===== config.mk =====
export PLATFORM = sky130hd
export DESIGN_NAME = mc_control_unit
export DESIGN_NICKNAME = d
export VERILOG_FILES = /design/src/rtl/mc_pkg.sv /design/src/rtl/mc_mem_wait.sv /design/src/rtl/mc_control_unit.sv
export SDC_FILE = /design/constraint.sdc
export NUM_CORES = 1
export LEC_CHECK = 0
export CAP_MARGIN = 20
export CORE_ASPECT_RATIO = 0.75
export CORE_MARGIN = 5
export CORE_UTILIZATION = 40
export DETAILED_ROUTE_END_ITERATION = 8
export PLACE_DENSITY = 0.67
export SLEW_MARGIN = 20
export SYNTH_ARGS = -nofsm -noshare
export SYNTH_HDL_FRONTEND = slang
export SYNTH_HIERARCHICAL = 1
export SYNTH_SLANG_ARGS = --single-unit

===== constraint.sdc =====
create_clock -name clk -period 3.7 [get_ports clk]
set_input_delay 0.74 -clock clk [delete_from_list [all_inputs] [get_ports clk]]
set_output_delay 0.74 -clock clk [all_outputs]
set_load 0.05 [all_outputs]

===== src/rtl/mc_pkg.sv =====
// Shared definitions for the multicycle MIPS control unit: opcodes, FSM
// states and the encodings of the multi-bit datapath select fields.
// Imported by mc_control_unit and mc_mem_wait.
package mc_pkg;

  // Primary opcodes (IR[31:26]) handled by the control unit.
  localparam logic [5:0] OP_RFORMAT = 6'b000000;
  localparam logic [5:0] OP_ADDI    = 6'b001000;
  localparam logic [5:0] OP_ANDI    = 6'b001100;
  localparam logic [5:0] OP_LW      = 6'b100011;
  localparam logic [5:0] OP_SW      = 6'b101011;
  localparam logic [5:0] OP_BEQ     = 6'b000100;
  localparam logic [5:0] OP_BNE     = 6'b000101;
  localparam logic [5:0] OP_J       = 6'b000010;

  // FSM states. Codes 13..15 are unused and recover to S_FETCH.
  typedef enum logic [3:0] {
    S_FETCH     = 4'd0,
    S_DECODE    = 4'd1,
    S_EXEC_R    = 4'd2,
    S_R_WB      = 4'd3,
    S_EXEC_ADDI = 4'd4,
    S_EXEC_ANDI = 4'd5,
    S_I_WB      = 4'd6,
    S_MEM_ADDR  = 4'd7,
    S_MEM_RD    = 4'd8,
    S_LW_WB     = 4'd9,
    S_MEM_WR    = 4'd10,
    S_BRANCH    = 4'd11,
    S_JUMP      = 4'd12
  } state_e;

  // alu_op
  localparam logic [1:0] ALU_ADD   = 2'b00;
  localparam logic [1:0] ALU_SUB   = 2'b01;
  localparam logic [1:0] ALU_FUNCT = 2'b10;
  localparam logic [1:0] ALU_AND   = 2'b11;

  // alu_src_b
  localparam logic [1:0] SRCB_REG    = 2'b00;
  localparam logic [1:0] SRCB_FOUR   = 2'b01;
  localparam logic [1:0] SRCB_IMM    = 2'b10;
  localparam logic [1:0] SRCB_IMM_SH = 2'b11;

  // pc_source
  localparam logic [1:0] PCSRC_ALU    = 2'b00;
  localparam logic [1:0] PCSRC_ALUOUT = 2'b01;
  localparam logic [1:0] PCSRC_JUMP   = 2'b10;

  // reg_dst
  localparam logic [1:0] REGDST_RT  = 2'b00;
  localparam logic [1:0] REGDST_RD  = 2'b01;
  localparam logic [1:0] REGDST_R31 = 2'b10;

  // mem_to_reg
  localparam logic [1:0] M2R_ALUOUT = 2'b00;
  localparam logic [1:0] M2R_MDR    = 2'b01;
  localparam logic [1:0] M2R_PC     = 2'b10;

  // True for every opcode the FSM knows how to sequence.
  function automatic logic op_supported(input logic [5:0] op);
    case (op)
      OP_RFORMAT, OP_ADDI, OP_ANDI, OP_LW,
      OP_SW, OP_BEQ, OP_BNE, OP_J: return 1'b1;
      default:                     return 1'b0;
    endcase
  endfunction

endpackage


===== src/rtl/mc_mem_wait.sv =====
// Memory handshake wait counter with timeout compare.
// Latency: timeout is combinational from the registered count (no input path).
// Backpressure: counts every cycle 'waiting' is high and 'clear' is low; saturates.
// Ports: clk, reset (sync, active-high), clear (zero the count, wins over
//        waiting), waiting (in a memory wait state), timeout (count reached limit).
module mc_mem_wait import mc_pkg::*; #(
  parameter int TIMEOUT_CYCLES = 255,
  parameter int CNT_W          = 8
) (
  input  logic clk,
  input  logic reset,
  input  logic clear,
  input  logic waiting,
  output logic timeout
);

  localparam logic             TO_EN   = (TIMEOUT_CYCLES != 0);
  localparam logic [CNT_W-1:0] LIMIT   = CNT_W'(TIMEOUT_CYCLES);
  localparam logic [CNT_W-1:0] CNT_MAX = '1;

  logic [CNT_W-1:0] cnt;

  // Saturate rather than wrap so a disabled timeout can never alias back to 0.
  always_ff @(posedge clk) begin
    if (reset || clear) begin
      cnt <= '0;
    end else if (waiting && (cnt != CNT_MAX)) begin
      cnt <= cnt + 1'b1;
    end
  end

  // Depends only on registered state, so the abort never loops through mem_ready.
  assign timeout = TO_EN && waiting && (cnt == LIMIT);

endmodule


===== src/rtl/mc_control_unit.sv =====
// Multicycle MIPS control FSM: fetch/decode/execute/memory/writeback over one shared memory port.
// Latency: R/ADDI/ANDI/SW 4, LW 5, BEQ/BNE/J 3 cycles, plus one per mem_ready-low wait cycle.
// Backpressure: mem_read/mem_write held until mem_ready; aborts to FETCH after TIMEOUT_CYCLES waits.
// Ports: clk, reset (sync, active-high); opcode, zero, mem_ready in;
//        memory controls mem_read/mem_write/i_or_d/ir_write; PC controls pc_write/
//        pc_write_cond/branch_taken/pc_source; ALU selects alu_src_a/alu_src_b/alu_op;
//        regfile reg_write/reg_dst/mem_to_reg; status pulses illegal_op/mem_timeout/instr_done.
module mc_control_unit import mc_pkg::*; #(
  parameter int TIMEOUT_CYCLES = 255,
  parameter int CNT_W          = 8
) (
  input  logic       clk,
  input  logic       reset,
  input  logic [5:0] opcode,
  input  logic       zero,
  input  logic       mem_ready,
  output logic       mem_read,
  output logic       mem_write,
  output logic       i_or_d,
  output logic       ir_write,
  output logic       pc_write,
  output logic       pc_write_cond,
  output logic       branch_taken,
  output logic [1:0] pc_source,
  output logic       alu_src_a,
  output logic [1:0] alu_src_b,
  output logic [1:0] alu_op,
  output logic       reg_write,
  output logic [1:0] reg_dst,
  output logic [1:0] mem_to_reg,
  output logic       illegal_op,
  output logic       mem_timeout,
  output logic       instr_done
);

  state_e state;
  state_e state_nxt;

  logic in_wait;
  logic timeout;
  logic wait_clr;
  logic req_ok;
  logic acc_done;

  // ---------------------------------------------------------------------------
  // Wait counter: cleared on every state change (so each wait state starts at
  // zero), on a completed access and on abort.
  // ---------------------------------------------------------------------------
  assign in_wait  = (state == S_FETCH) || (state == S_MEM_RD) || (state == S_MEM_WR);
  assign wait_clr = mem_ready || timeout || (state_nxt != state);

  mc_mem_wait #(
    .TIMEOUT_CYCLES (TIMEOUT_CYCLES),
    .CNT_W          (CNT_W)
  ) u_mem_wait (
    .clk     (clk),
    .reset   (reset),
    .clear   (wait_clr),
    .waiting (in_wait),
    .timeout (timeout)
  );

  // Requests are suppressed while aborting and during a reset cycle, so a
  // reset that lands mid-access never issues or completes that access.
  assign req_ok   = !timeout && !reset;
  assign acc_done = mem_ready && req_ok;

  // Branch condition is the one combinational output; the datapath ANDs it
  // with pc_write_cond.
  assign branch_taken = (opcode == OP_BEQ) ? zero  :
                        (opcode == OP_BNE) ? !zero : 1'b0;

  // ---------------------------------------------------------------------------
  // Next-state logic
  // ---------------------------------------------------------------------------
  always_comb begin
    state_nxt = state;
    case (state)
      S_FETCH: begin
        if (timeout)        state_nxt = S_FETCH;
        else if (mem_ready) state_nxt = S_DECODE;
      end
      S_DECODE: begin
        case (opcode)
          OP_RFORMAT:    state_nxt = S_EXEC_R;
          OP_ADDI:       state_nxt = S_EXEC_ADDI;
          OP_ANDI:       state_nxt = S_EXEC_ANDI;
          OP_LW, OP_SW:  state_nxt = S_MEM_ADDR;
          OP_BEQ, OP_BNE: state_nxt = S_BRANCH;
          OP_J:          state_nxt = S_JUMP;
          default:       state_nxt = S_FETCH;
        endcase
      end
      S_EXEC_R:    state_nxt = S_R_WB;
      S_EXEC_ADDI: state_nxt = S_I_WB;
      S_EXEC_ANDI: state_nxt = S_I_WB;
      S_MEM_ADDR:  state_nxt = (opcode == OP_LW) ? S_MEM_RD : S_MEM_WR;
      S_MEM_RD: begin
        if (timeout)        state_nxt = S_FETCH;
        else if (mem_ready) state_nxt = S_LW_WB;
      end
      S_MEM_WR: begin
        if (timeout || mem_ready) state_nxt = S_FETCH;
      end
      S_R_WB, S_I_WB, S_LW_WB,
      S_BRANCH, S_JUMP: state_nxt = S_FETCH;
      default:          state_nxt = S_FETCH;
    endcase
  end

  always_ff @(posedge clk) begin
    if (reset) begin
      state <= S_FETCH;
    end else begin
      state <= state_nxt;
    end
  end

  // ---------------------------------------------------------------------------
  // Output decode (state register; handshake terms qualified by mem_ready)
  // ---------------------------------------------------------------------------
  always_comb begin
    mem_read      = 1'b0;
    mem_write     = 1'b0;
    i_or_d        = 1'b0;
    ir_write      = 1'b0;
    pc_write      = 1'b0;
    pc_write_cond = 1'b0;
    pc_source     = PCSRC_ALU;
    alu_src_a     = 1'b0;
    alu_src_b     = SRCB_REG;
    alu_op        = ALU_ADD;
    reg_write     = 1'b0;
    reg_dst       = REGDST_RT;
    mem_to_reg    = M2R_ALUOUT;
    illegal_op    = 1'b0;
    mem_timeout   = 1'b0;
    instr_done    = 1'b0;
    case (state)
      S_FETCH: begin
        mem_read    = req_ok;
        alu_src_b   = SRCB_FOUR;
        ir_write    = acc_done;
        pc_write    = acc_done;
        mem_timeout = timeout && !reset;
      end
      S_DECODE: begin
        // Branch target precomputed into ALUOut while the opcode is decoded.
        alu_src_b  = SRCB_IMM_SH;
        illegal_op = !op_supported(opcode);
      end
      S_EXEC_R: begin
        alu_src_a = 1'b1;
        alu_op    = ALU_FUNCT;
      end
      S_R_WB: begin
        reg_write  = 1'b1;
        reg_dst    = REGDST_RD;
        instr_done = 1'b1;
      end
      S_EXEC_ADDI: begin
        alu_src_a = 1'b1;
        alu_src_b = SRCB_IMM;
      end
      S_EXEC_ANDI: begin
        alu_src_a = 1'b1;
        alu_src_b = SRCB_IMM;
        alu_op    = ALU_AND;
      end
      S_I_WB: begin
        reg_write  = 1'b1;
        instr_done = 1'b1;
      end
      S_MEM_ADDR: begin
        alu_src_a = 1'b1;
        alu_src_b = SRCB_IMM;
      end
      S_MEM_RD: begin
        mem_read    = req_ok;
        i_or_d      = 1'b1;
        mem_timeout = timeout && !reset;
      end
      S_LW_WB: begin
        reg_write  = 1'b1;
        mem_to_reg = M2R_MDR;
        instr_done = 1'b1;
      end
      S_MEM_WR: begin
        mem_write   = req_ok;
        i_or_d      = 1'b1;
        mem_timeout = timeout && !reset;
        instr_done  = acc_done;
      end
      S_BRANCH: begin
        alu_src_a     = 1'b1;
        alu_op        = ALU_SUB;
        pc_write_cond = 1'b1;
        pc_source     = PCSRC_ALUOUT;
        instr_done    = 1'b1;
      end
      S_JUMP: begin
        // PC already holds PC+4 here, which is the link value for r31.
        pc_write   = 1'b1;
        pc_source  = PCSRC_JUMP;
        reg_write  = 1'b1;
        reg_dst    = REGDST_R31;
        mem_to_reg = M2R_PC;
        instr_done = 1'b1;
      end
      default: ;
    endcase
  end

endmodule


### After elaboration in Yosys (flattened, before gate mapping)

Cells that the tools add are included.

| word-level totals | value |
|---|---|
| output and inout port bits | 22 |
| word-level logic and storage cells | 80 |
| register bits after elaboration | 12 |
| input bits | 10 |

| cells by class | value |
|---|---|
| reduce and logical (&&, ||, !) cells | 27 |
| multiplexer cells | 28 |
| equal/unequal tests | 22 |
| add/subtract/negate cells | 1 |

Operators with widths:

| cell | count |
|---|---|
| $pmux 4 s7 | 1 |
| $pmux 4 s6 | 1 |
| $eq 4x4->1 const B | 5 |
| $mux 4 | 5 |
| $eq 4x3->1 const B | 4 |
| $mux 1 | 13 |
| $eq 6x3->1 const B | 2 |
| $eq 6x4->1 const B | 2 |
| $eq 6x6->1 const B | 2 |
| $pmux 2 s2 | 3 |
| $pmux 2 s3 | 2 |
| $reduce_or 2->1 | 5 |
| $reduce_or 5->1 | 2 |
| $add 8x1->8 const B | 1 |
| $eq 4x2->1 const B | 2 |
| $eq 8x8->1 const B | 1 |
| $ne 8x8->1 const B | 1 |
| $reduce_or 8->1 | 1 |
| $eq 6x2->1 const B | 1 |
| $logic_not 6->1 | 1 |
| $reduce_or 3->1 | 2 |
| $logic_and 1x1->1 | 5 |
| $logic_or 1x1->1 | 5 |
| $eq 4x1->1 const B | 1 |
| other kinds (6) | 10 |

### Logic depth before layout (Yosys ltp)

| depth | value |
|---|---|
| depth after elaboration | 10 |
| depth in mapped cells | 13 |
| depth with buffers taken out | 12 |

### Cells and area by module

Netlist, hierarchy kept.

Modules (own cells, without submodules):

| module | times used | seq. area each (µm²) | cells each | area an instance (µm²) |
|---|---|---|---|---|
| mc_control_unit | 1 | 80.1 | 99 | 644.4 |
| mc_mem_wait | 1 | 160.2 | 48 | 454.2 |

### Least setup slack after synthesis

Ideal clock, no wire load.

| path | value |
|---|---|
| kind | reg2out |
| from | register state[2] |
| to | output mem_read |
| setup slack | 0.210 ns |
| path buffers | 1 |
| data required time | 2.960 ns |
| cell stages (with the launch flop) | 7 |
| arrival time | 2.750 ns |
| cell sequence | dfxtp_1 clkbuf_1 nor3_1 and3_1 and3_1 nor3_1 nor3b_1 |

| on the way | value |
|---|---|
| longest elaborated chain between the ends | 7 |
| elaborated cells on any way between the ends | 10 |

Ends and longest elaborated chain:

| element | line | source |
|---|---|---|
| from (decl) | mc_control_unit.sv:36 | `state_e state;` |
| from (signal assigned) | mc_control_unit.sv:115 | `state <= state_nxt;` |
| $eq 4x4->1 / $logic_not 4->1 (equally long branches) | mc_control_unit.sv:49 | `assign in_wait = (state == S_FETCH) \|\| (state == S_MEM_RD) \|\| (state == S_MEM_WR);` |
| $logic_or 1x1->1 | mc_control_unit.sv:49 |  |
| $logic_or 1x1->1 * | mc_control_unit.sv:49 |  |
| named net in_wait | mc_control_unit.sv:39 | `logic in_wait;` |
| $logic_and 1x1->1 * | mc_mem_wait.sv:33 | `assign timeout = TO_EN && waiting && (cnt == LIMIT);` |
| named net timeout | mc_control_unit.sv:40 | `logic timeout;` |
| $logic_not 1->1 * | mc_control_unit.sv:65 | `assign req_ok = !timeout && !reset;` |
| $logic_and 1x1->1 * | mc_control_unit.sv:65 |  |
| $mux 1 * | mc_control_unit.sv:139 | `case (state)` |
| to (decl) | mc_control_unit.sv:17 | `output logic mem_read,` |

Mark *: on every way through the listed nets, which the timed path passes. The rest lies on a longest branch.

### Worst setup path in the final report

| path | value |
|---|---|
| from | register state[0] |
| to | output pc_write |

| on the way | value |
|---|---|
| longest elaborated chain between the ends | 8 |
| elaborated cells on any way between the ends | 11 |

Ends and longest elaborated chain:

| element | line | source |
|---|---|---|
| $eq 4x4->1 / $logic_not 4->1 (equally long branches) | mc_control_unit.sv:49 |  |
| $logic_or 1x1->1 | mc_control_unit.sv:49 |  |
| $logic_or 1x1->1 * | mc_control_unit.sv:49 |  |
| named net in_wait | mc_control_unit.sv:39 |  |
| $logic_and 1x1->1 * | mc_mem_wait.sv:33 |  |
| named net timeout | mc_control_unit.sv:40 |  |
| $logic_not 1->1 * | mc_control_unit.sv:65 |  |
| $logic_and 1x1->1 * | mc_control_unit.sv:65 |  |
| $logic_and 1x1->1 * | mc_control_unit.sv:66 | `assign acc_done = mem_ready && req_ok;` |
| $pmux 1 s2 * | mc_control_unit.sv:139 |  |
| to (decl) | mc_control_unit.sv:21 | `output logic pc_write,` |

Marked as above.

==> impl_metrics.py <==
metrics = {
    "yosys": {
        "postSynth.asyncResetShare_pct": 0,
        "yosys_warnings": 6,
        "synth_largest_area_cell": "sky130_fd_sc_hd__dfxtp_1",
        "post_synth_main_area_contributors": "sky130_fd_sc_hd__dfxtp_1, sky130_fd_sc_hd__a21oi_1, sky130_fd_sc_hd__nor3_1, sky130_fd_sc_hd__nor2_1, sky130_fd_sc_hd__nand2_1",
        "syn_nets": 158,
        "synth_cells": 147,
        "synth_seq_cells": 12,
        "ys_types": 47,
        "synth_area_mm2": 0.00110,
        "synth_enable_flop_cells": 0,
        "ys_seq_area_share_pct": 21.9,
        "syn-mean-instance-area_um2": 7.47,
        "dominantRegCellSynth": "sky130_fd_sc_hd__dfxtp_1",
        "synthDominantCellAreaShare_pct": 21.9,
    },
    "timing": {
        "clock_skew_ns": 0.00428,
        "timing.final.ws_setup_ns": 0.394,
        "setup_viol_count_final": 0,
        "timing.setup.tns_ns": 0,
        "finalCritPeriodShare_pct": 89.3,
        "rsz0062_at_grt": "no",
        "report.final.slew_viol_count": 0,
        "finalHoldViolations": 0,
        "clock.fmax_mhz": 303,
        "max-slew-margin-rel_pct": 56.9,
        "final_critical_path_time_including_i_o_delays_and_setup_ns": 3.31,
        "tightest_slew_ns": 0.646,
    },
    "cts": {
        "cts_num_sinks": 12,
        "tritoncts": "built",
        "holdBufCountCts": 0,
        "clock-root-buffer": "sky130_fd_sc_hd__clkbuf_8",
        "clk_path_buf_depth": 2,
        "clock_insertion_delay_worst_skew_ns": 0.24,
        "cts_setup_buffers": 0,
        "cts.clk_slew.worst_paths_ns": 0.05,
        "cts-htree-levels": 1,
        "post_cts.resized_instances": 0,
        "cts-buffers-inserted": 3,
    },
    "floorplanning": {
        "row_count": 16,
        "die_y_um": 55.4,
        "die-width_um": 70.5,
        "initial_standard_cell_utilization_of_the_core_pct": 41.9,
        "core_area_mm2": 0.00262,
        "floorplan.die_area_mm2": 0.00391,
        "io_pins": 32,
    },
    "detailed_routing": {
        "avgViaCountPerCell": 5.73,
        "drt_pass1_iterations": 4,
        "routed_wirelength_um": 3040,
        "post-route-drc-count": 0,
        "vias": 1208,
        "detailedRoute.firstIterationViolations": 110,
        "ant_nets": 0,
        "drt-wirelength-per-cell_um": 14.4,
    },
    "placement": {
        "place_hpwl_um": 2330,
        "place.gp.congestion": 0.802,
        "io_buffer_count": 31,
        "pre_cts_ws_ns": 0.599,
    },
    "critical_path": {
        "rrSetupSlack_ns": 0.60,
        "worst_setup_path_end_kind": "primary output",
        "crit_path_cell_trace": "nor3_1 -> buf_4 -> and3_1 -> and3_1 -> nor3_1 -> and3_1 -> or2_1 -> buf_4",
        "timing.critical_path.arrival_ns": 2.57,
        "crit_type": "reg -> out",
        "cp_max_delay_cell": "sky130_fd_sc_hd__dfxtp_1",
        "critPathMostFrequentCell": "sky130_fd_sc_hd__and3_1",
        "timing.critical_path.required_ns": 2.96,
        "timing.critical_path.fanout_max": 21,
        "start_kind": "flip-flop",
        "critical-path-max-stage-delay_ns": 0.73,
    },
    "grt": {
        "grt.total_usage_pct": 15.9,
        "grt_start_max_net_pins": 22,
        "initial_antenna_violation_count": 0,
        "gr-total-overflow": 0,
        "grt_pass1_vias": 1092,
        "first_pass_grt_wire_length_um": 5180,
    },
    "power": {
        "p_per_area_mw_per_mm2": 257,
        "vdd.ir_drop.worst_uv": 214,
        "cellLeakagePower_nw": 0.568,
    },
    "finish": {
        "nets": 188,
        "filler_cell_count": 247,
        "layout-area-overhead-vs-synth_pct": 31.8,
        "diodes": 0,
        "layout-drive-gt1-share_pct": 12.0,
    },
    "outcome": {
        "run_status": "finished, final reports clean",
    },
    "worst_hold_path": {
        "holdCritPathClass": "reg -> reg",
    },
    "run": {
        "max_cap_violation_count": 0,
    },
}
[metal layers]
metal | wire length (um) | global-route usage (%)
met5 | 0 | 0
met4 | 13 | 2.46
met3 | 105 | 4.35
met2 | 1320 | 22.4
met1 | 1590 | 24.0
[registers in the layout (all words and copies together), names as in the netlist]
| register | flops |
|---|---|
| state | 4 |
| u_mem_wait/cnt | 8 |
[final timing paths]
check | cells past startpoint | to | start
max | 8 | pc_write | state[0]$_SDFF_PP0_
min | 2 | u_mem_wait/cnt[1]$_SDFFE_PP0P_ | u_mem_wait/cnt[1]$_SDFFE_PP0P_
max reg2reg | 11 | u_mem_wait/cnt[1]$_SDFFE_PP0P_ | state[0]$_SDFF_PP0_
min reg2reg | 2 | u_mem_wait/cnt[1]$_SDFFE_PP0P_ | u_mem_wait/cnt[1]$_SDFFE_PP0P_
[synth_stat cells (2+ instances only)]
master / instances
sky130_fd_sc_hd__a21oi_1: 15
sky130_fd_sc_hd__nor2_1: 14
sky130_fd_sc_hd__dfxtp_1: 12
sky130_fd_sc_hd__nand2_1: 12
sky130_fd_sc_hd__nor3_1: 11
sky130_fd_sc_hd__nor2b_1: 7
sky130_fd_sc_hd__and3_1: 6
sky130_fd_sc_hd__clkbuf_1: 5
sky130_fd_sc_hd__and3b_1: 4
sky130_fd_sc_hd__a211oi_1: 3
sky130_fd_sc_hd__nand2b_1: 3
sky130_fd_sc_hd__nand4_1: 3
sky130_fd_sc_hd__nor3b_1: 3
sky130_fd_sc_hd__nor4_1: 3
sky130_fd_sc_hd__o21ai_0: 3
sky130_fd_sc_hd__o31ai_1: 3
sky130_fd_sc_hd__xnor2_1: 3
sky130_fd_sc_hd__and4_1: 2
sky130_fd_sc_hd__and4b_1: 2
sky130_fd_sc_hd__buf_4: 2
sky130_fd_sc_hd__inv_1: 2
sky130_fd_sc_hd__mux2i_1: 2
sky130_fd_sc_hd__nand4b_1: 2
sky130_fd_sc_hd__o21ai_1: 2
[worst max-delay path: cells and delay by family (launching register included)]
kind | cells | cell delay, ns
AND/OR/NAND/NOR | 6 | 1.22
buffers and inverters | 2 | 0.37
flip-flops | 1 | 0.73
[logic make-up (layout without fill, tap and decap cells)]
kind of cell               Yosys count  count (layout)  share of synthesized area (%)
xor gates and xnor gates             3               3                           2.39
muxes                                2               2                           1.82
DFF                                 12              12                           21.9
adders and majority gates            1               1                           1.14
AOI/OAI and AO/OA                   37              37                           23.8
buffers and inverters               11              39                           5.24
and+or+nand+nor                     81              81                           43.7
[metrics by stage]
step / util, % / cell area (um2) / hold slack [ns] / power [W] / std cells
after global routing: 55.2 / 1450 / 0.535 / 0.000392 / 211
final: 55.2 / 1450 / 0.504 / 0.000373 / 211
after floorplan: - / 1100 / 0.460 / 0.000218 / 147
after CTS: 55.2 / 1450 / 0.501 / 0.000377 / 211
after detailed placement: 53.6 / 1410 / 0.495 / 0.000259 / 208
after global placement: 53.6 / 1410 / 0.487 / 0.000259 / 208
[power breakdown]
part           leakage, nW  switching (W)  internal, W  total, W
combinational        0.450      0.0000701    0.0000447  0.000115
sequential          0.0971     0.00000915     0.000133  0.000142
clock               0.0216      0.0000441    0.0000714  0.000116
total                0.568       0.000123     0.000249  0.000373
[layout make-up]
class                           count  area, um2  share of cell area (%)
Clock buffer                        3       41.3                    2.85
Tap cell                           36       45.0                    3.11
Sequential cell                    12        240                    16.6
Inverter                            2       7.51                   0.519
Multi-Input combinational cell    124        801                    55.3
Timing Repair Buffer               34        313                    21.6
[placed cells by master, fill, tap and decap left out, types with 2 or more instances in the layout]
master | Yosys | routed
sky130_fd_sc_hd__and4b_1 | 2 | 2
sky130_fd_sc_hd__nand4b_1 | 2 | 2
sky130_fd_sc_hd__a21oi_1 | 15 | 15
sky130_fd_sc_hd__clkdlybuf4s50_1 | 0 | 23
sky130_fd_sc_hd__nand2b_1 | 3 | 3
sky130_fd_sc_hd__mux2i_1 | 2 | 2
sky130_fd_sc_hd__o21ai_0 | 3 | 3
sky130_fd_sc_hd__buf_4 | 2 | 11
sky130_fd_sc_hd__nor2_1 | 14 | 14
sky130_fd_sc_hd__o21ai_1 | 2 | 2
sky130_fd_sc_hd__nor4_1 | 3 | 3
sky130_fd_sc_hd__o31ai_1 | 3 | 3
sky130_fd_sc_hd__a211oi_1 | 3 | 3
sky130_fd_sc_hd__and3_1 | 6 | 6
sky130_fd_sc_hd__inv_1 | 2 | 2
sky130_fd_sc_hd__clkbuf_8 | 0 | 3
sky130_fd_sc_hd__nor3b_1 | 3 | 3
sky130_fd_sc_hd__nor3_1 | 11 | 11
sky130_fd_sc_hd__and3b_1 | 4 | 4
sky130_fd_sc_hd__nand4_1 | 3 | 3
sky130_fd_sc_hd__nor2b_1 | 7 | 7
sky130_fd_sc_hd__xnor2_1 | 3 | 3
sky130_fd_sc_hd__and4_1 | 2 | 2
sky130_fd_sc_hd__dfxtp_1 | 12 | 12
sky130_fd_sc_hd__nand2_1 | 12 | 12
(Power assumes the default switching activity.)
